**config.mk**
```make
export PLATFORM = sky130hd
export DESIGN_NAME = sat_counter16
export DESIGN_NICKNAME = d
export VERILOG_FILES = /design/src/rtl/prbs_checker_sat_counter16.sv
export SDC_FILE = /design/constraint.sdc
export NUM_CORES = 1
export LEC_CHECK = 0
export BUFFER_PORTS_ARGS = -buffer_cell sky130_fd_sc_hd__buf_2
export CAP_MARGIN = 20
export CELL_PAD_IN_SITES_DETAIL_PLACEMENT = 1
export CELL_PAD_IN_SITES_GLOBAL_PLACEMENT = 1
export CORE_ASPECT_RATIO = 1.4
export CORE_MARGIN = 3
export CORE_UTILIZATION = 30
export DETAILED_ROUTE_END_ITERATION = 10
export GPL_TIMING_DRIVEN = 0
export PLACE_DENSITY_LB_ADDON = 0.1
export SLEW_MARGIN = 20
export SYNTH_ARGS = -nofsm -noshare
export SYNTH_HDL_FRONTEND = slang
export SYNTH_SLANG_ARGS = --single-unit
```
**constraint.sdc**
```tcl
create_clock -name clk -period 1.9 [get_ports clk]
set_clock_uncertainty 0.15 [all_clocks]
set_input_delay 0.19 -clock clk [delete_from_list [all_inputs] [get_ports clk]]
set_output_delay 0.19 -clock clk [all_outputs]
set_load 0.005 [all_outputs]
```
**src/rtl/prbs_checker_sat_counter16.sv**
```systemverilog
// 16-bit error counter that sticks at all-ones; clear wins over the old value
// but a simultaneous increment still lands as 1.
module sat_counter16 (
    input  logic        clk,
    input  logic        rst,
    input  logic        inc,
    input  logic        clr,
    output logic [15:0] count
);

    logic [15:0] cnt_q, cnt_d;

    always_comb begin
        cnt_d = cnt_q;
        if (clr) begin
            cnt_d = inc ? 16'd1 : 16'd0;
        end else if (inc && (cnt_q != 16'hFFFF)) begin
            cnt_d = cnt_q + 16'd1;
        end
    end

    always_ff @(posedge clk or posedge rst) begin
        if (rst) cnt_q <= 16'd0;
        else     cnt_q <= cnt_d;
    end

    assign count = cnt_q;

endmodule

```
* Word level (Yosys, flattened, before mapping) *
Index checks and enable logic that the tools add are counted.

storage, ports and cells
  register bits = 16
  input bits = 4
  output and inout bits = 16
  word-level logic and storage cells = 8

cells by class
  $add $sub $neg = 1
  eq/ne operators = 1
  multiplexer cells = 3
  reduce and logical (&&, ||, !) cells = 2

operators by type and width
  operator                                        number
  2-to-1 mux 16 bit                               2
  adder 16 x 1 -> 16 bit (second input constant)  1
  != test 16 bit (second input constant)          1
  nonzero test 2 bit                              1
  logical AND 1 bit                               1
  2-to-1 mux 1 bit                                1

* Depth between registers and ports, before layout *
  depth in word-level cells = 4
  depth in mapped cells = 5
  depth with buffers taken out = 5

* Worst setup path before layout *
Ideal clock, no wire load.

  path kind = register -> register
  start point = register cnt_q[0], in the netlist count[0]
  end point = register cnt_q[12], in the netlist count[12]
  setup time = 78 ps
  arrival time = 1646 ps
  slack = 26 ps
  stages on the path, launching flop included = 6
  path buffers = 0
  clock period less this slack = 1874 ps
  cell sequence = dfrtp_1 > ha_1 > nand4_4 > or3_4 > or3_1 > a21oi_1

between the ends
  word-level cells in the longest chain between the ends = 3

ends and longest elaborated chain
  item                                                      line    source
  from (decl)                                               11      logic [15:0] cnt_q, cnt_d;
  from (signal assigned)                                    24      else cnt_q <= cnt_d;
  adder 16 x 1 -> 16 bit or != test 16 bit (tied branches)  18, 17
  2-to-1 mux 16 bit or logical AND 1 bit (tied branches)    17      end else if (inc && (cnt_q != 16'hFFFF)) begin
  2-to-1 mux 16 bit or nonzero test 2 bit (tied branches)   -

Several ways; a longest one is shown, not always the timed one. The select of a mux whose other input is x is not followed.
A chain may end at the register's enable or synchronous reset.

* Worst setup path in the final report *
  start point = register cnt_q[1], in the netlist count[1]
  end point = register cnt_q[12], in the netlist count[12]

Same word-level chain as after synthesis.

==> flow_metrics.env <==
export IMPL_synth_top_area_cell="dfrtp_1"
export IMPL_yosysUniqueCellTypes=31
export IMPL_vias=910
export IMPL_largest_reg_flops=16
export IMPL_status="complete, no violations"
export IMPL_synth_ff_type="dfrtp_1"
export IMPL_gp_congestion=0.726
export IMPL_clkLatencyLatePin_ns=0.24
export IMPL_grt_pass1_wl_mm=4.24
export IMPL_synth_edf_count=0
export IMPL_synth_cell_area_sq_um=925
export IMPL_vias_per_cell=5.55
export IMPL_worstSetupStartpointType="flip-flop"
export IMPL_dp_cells=151
export IMPL_grt_max_degree=17
export IMPL_clk_pin_slew_ns=0.06
export IMPL_initial_core_util_pct=31.8
export IMPL_first_pass_iters=4
export IMPL_synth_seq_cells=16
export IMPL_cap_violations=0
export IMPL_grt_pass1_vias=923
export IMPL_h_tree_depth=1
export IMPL_core_area_sq_um=2910
export IMPL_synthTopCellsByArea="dfrtp_1 43%, a21oi_1 6.0%, o31ai_1 4.9%, or4_1 4.1%, nand4_1 3.4%"
export IMPL_cts_num_sinks=16
export IMPL_portBuffers=18
export IMPL_grt_overflow=0
export IMPL_seq_area_sq_um=405
export IMPL_synth_cells=96
export IMPL_synth_top_area_share_pct=43.3
export IMPL_cts_tree="built"
export IMPL_worstSetupEndpointType="flip-flop"
export IMPL_p_per_area_nw_per_um2=559
export IMPL_period_share_pct=98.7
export IMPL_synth_warnings=0
export IMPL_worst_pin_slew_ns=0.650
export IMPL_cts_buffers=3
export IMPL_antenna_found_initial=0
export IMPL_hold_path_depth=3
export IMPL_multi_input_area_sq_um=544
export IMPL_power_total_uw=688
export IMPL_critPathKind="flip-flop to flip-flop"
export IMPL_p_clk_share_pct=36.8
export IMPL_dp_hpwl_mm=1.80
export IMPL_synthToLayoutAreaGrowth_pct=33.2
export IMPL_hold_path_class="input port to flip-flop"
export IMPL_drive_gt1_share_pct=36.2
export IMPL_grt_usage_pct=14.8
export IMPL_power_frac_comb_pct=11.4
export IMPL_diodes=0
export IMPL_cts_root_buf="clkbuf_8"
export IMPL_post_drt_wl_per_cell_um=16.3
export IMPL_ir_worst_vdd_uv=241
export IMPL_rsz0062_at_grt="yes"
export IMPL_syn_nets=101
export IMPL_fin_cells=164
export IMPL_ys_seq_area_share_pct=43.3
export IMPL_cp_max_fo=6
export IMPL_setup_violations=0
export IMPL_max_slew_margin_pct=56.6
export IMPL_fmax_mhz=533
export IMPL_pin_count=20
export IMPL_netSwitchingPower_uw=162
export IMPL_clockBufferDepth=2
export IMPL_synth_avg_cell_area_sq_um=9.63
export IMPL_worst_ep_arrival_time_ns=1.89
export IMPL_fillers=352
export IMPL_power_frac_seq_pct=51.7
export IMPL_postLayoutCoreUtil_pct=42.4
export IMPL_drtAntennaViolNets=0
export IMPL_p_leak_nw=0.519
export IMPL_die_h_um=71.7
export IMPL_r2r_cells=5
export IMPL_synth_async_sr_flop_share_pct=100
export IMPL_drc_errors=0
export IMPL_p_int_uw=525
export IMPL_period_needed_ns=1.88
export IMPL_required_ns=1.92
export IMPL_rows=23
export IMPL_postRouteWirelength_mm=2.68
export IMPL_die_area_sq_um=3790
export IMPL_die_x_um=52.9
export IMPL_fin_nets=134
export IMPL_switching_share_pct=23.6
export IMPL_final_max_slew_violation_count=0
export IMPL_drt_iter0_drc=9
export IMPL_hold_viol=0
## cells in the mapped netlist, types with 2 or more instances
master    number
a211oi_1       2
or3_1          5
o21ai_1        3
o21ai_0        2
a21oi_1       11
inv_1          4
and2_1         2
nand3_1        4
and3_1         2
nor2_1         3
o31ai_1        6
or4_1          5
and4_1         2
nand4_1        5
nor3_1         2
nand2_1        8
dfrtp_1       16
## power groups by stage
stage,Sequential (mW),Combinational [mW],Clock (mW)
floorplan,0.360,0.0321,0
global placement,0.361,0.0531,0
detailed placement,0.361,0.0533,0
CTS,0.355,0.0715,0.268
global route,0.356,0.0888,0.280
finish,0.356,0.0787,0.253
## layout make-up
class | instances | area share (%)
plain buffers | 2 | 0.610
clock buffers | 3 | 3.35
inverters | 4 | 1.22
multi-input cells | 74 | 44.2
flip-flops and latches | 16 | 32.9
well taps | 37 | 3.76
repair buffers | 28 | 13.9
## cells by family (layout without fill, tap and decap cells)
family / count (synthesis) / count (layout) / share of synthesized area [%]
simple gates: 44 / 44 / 30.2
mux: 1 / 1 / 1.08
fa+ha+maj: 1 / 1 / 1.35
compound gates: 27 / 27 / 20.7
xor+xnor: 1 / 1 / 0.947
buf+inv: 6 / 37 / 2.43
flops: 16 / 16 / 43.3
## through the flow
stage          cell area (sq um)  setup slack (ns)  hold slack (ns)  setup TNS, ns
2_1_floorplan                925            0.0255          -0.0463              0
3_3_place_gp                1060            -0.116            0.166         -0.426
3_5_place_dp                1060            -0.150            0.173         -0.742
4_1_cts                     1180           0.00285            0.157              0
5_1_grt                     1230           -0.0825            0.183         -0.224
6_report                    1230            0.0250            0.164              0
## per-layer routing
metal  wire (um)  track usage, %  vias to the layer above
met1        1120            17.7                      459
met5           0               0                        -
li1            -               -                      435
met4          20            5.11                        0
met2        1480            26.4                       14
met3          60            1.87                        2
## cell usage in the layout, fill, tap and decap left out, types with 5 or more instances in the layout
cell type and n:
nand2_1 8, o31ai_1 6, dfrtp_1 12, buf_2 18, a21oi_1 9, buf_4 8, nand4_1 5
## final timing paths
kind / from / end / slack [ns]
max: count[1] / count[12] / 0.02
min: inc / count[0] / 0.16
max reg2reg: count[1] / count[12] / 0.02
min reg2reg: count[15] / count[15] / 0.41
max in group asynchronous: rst / count[12] / 0.71
min in group asynchronous: rst / count[1] / 0.43
## worst max-delay path: stages (launching register included)
cell     delay (ns)
dfrtp_1        0.42
ha_4           0.17
nand4_4        0.16
or3_4          0.44
or3_4          0.34
a21oi_2        0.12
## timing repair
action | 4_1_cts | 5_1_grt
setup endpoints to repair | 13 | 10
gates cloned | 0 | 0
setup buffers | 8 | 1
pin swaps | 8 | 5
hold buffers | 1 | 0
endpoints found under the hold margin | 16 | 0
resized for setup | 2 | 11
Note: power is estimated with default switching activity, not from simulation.
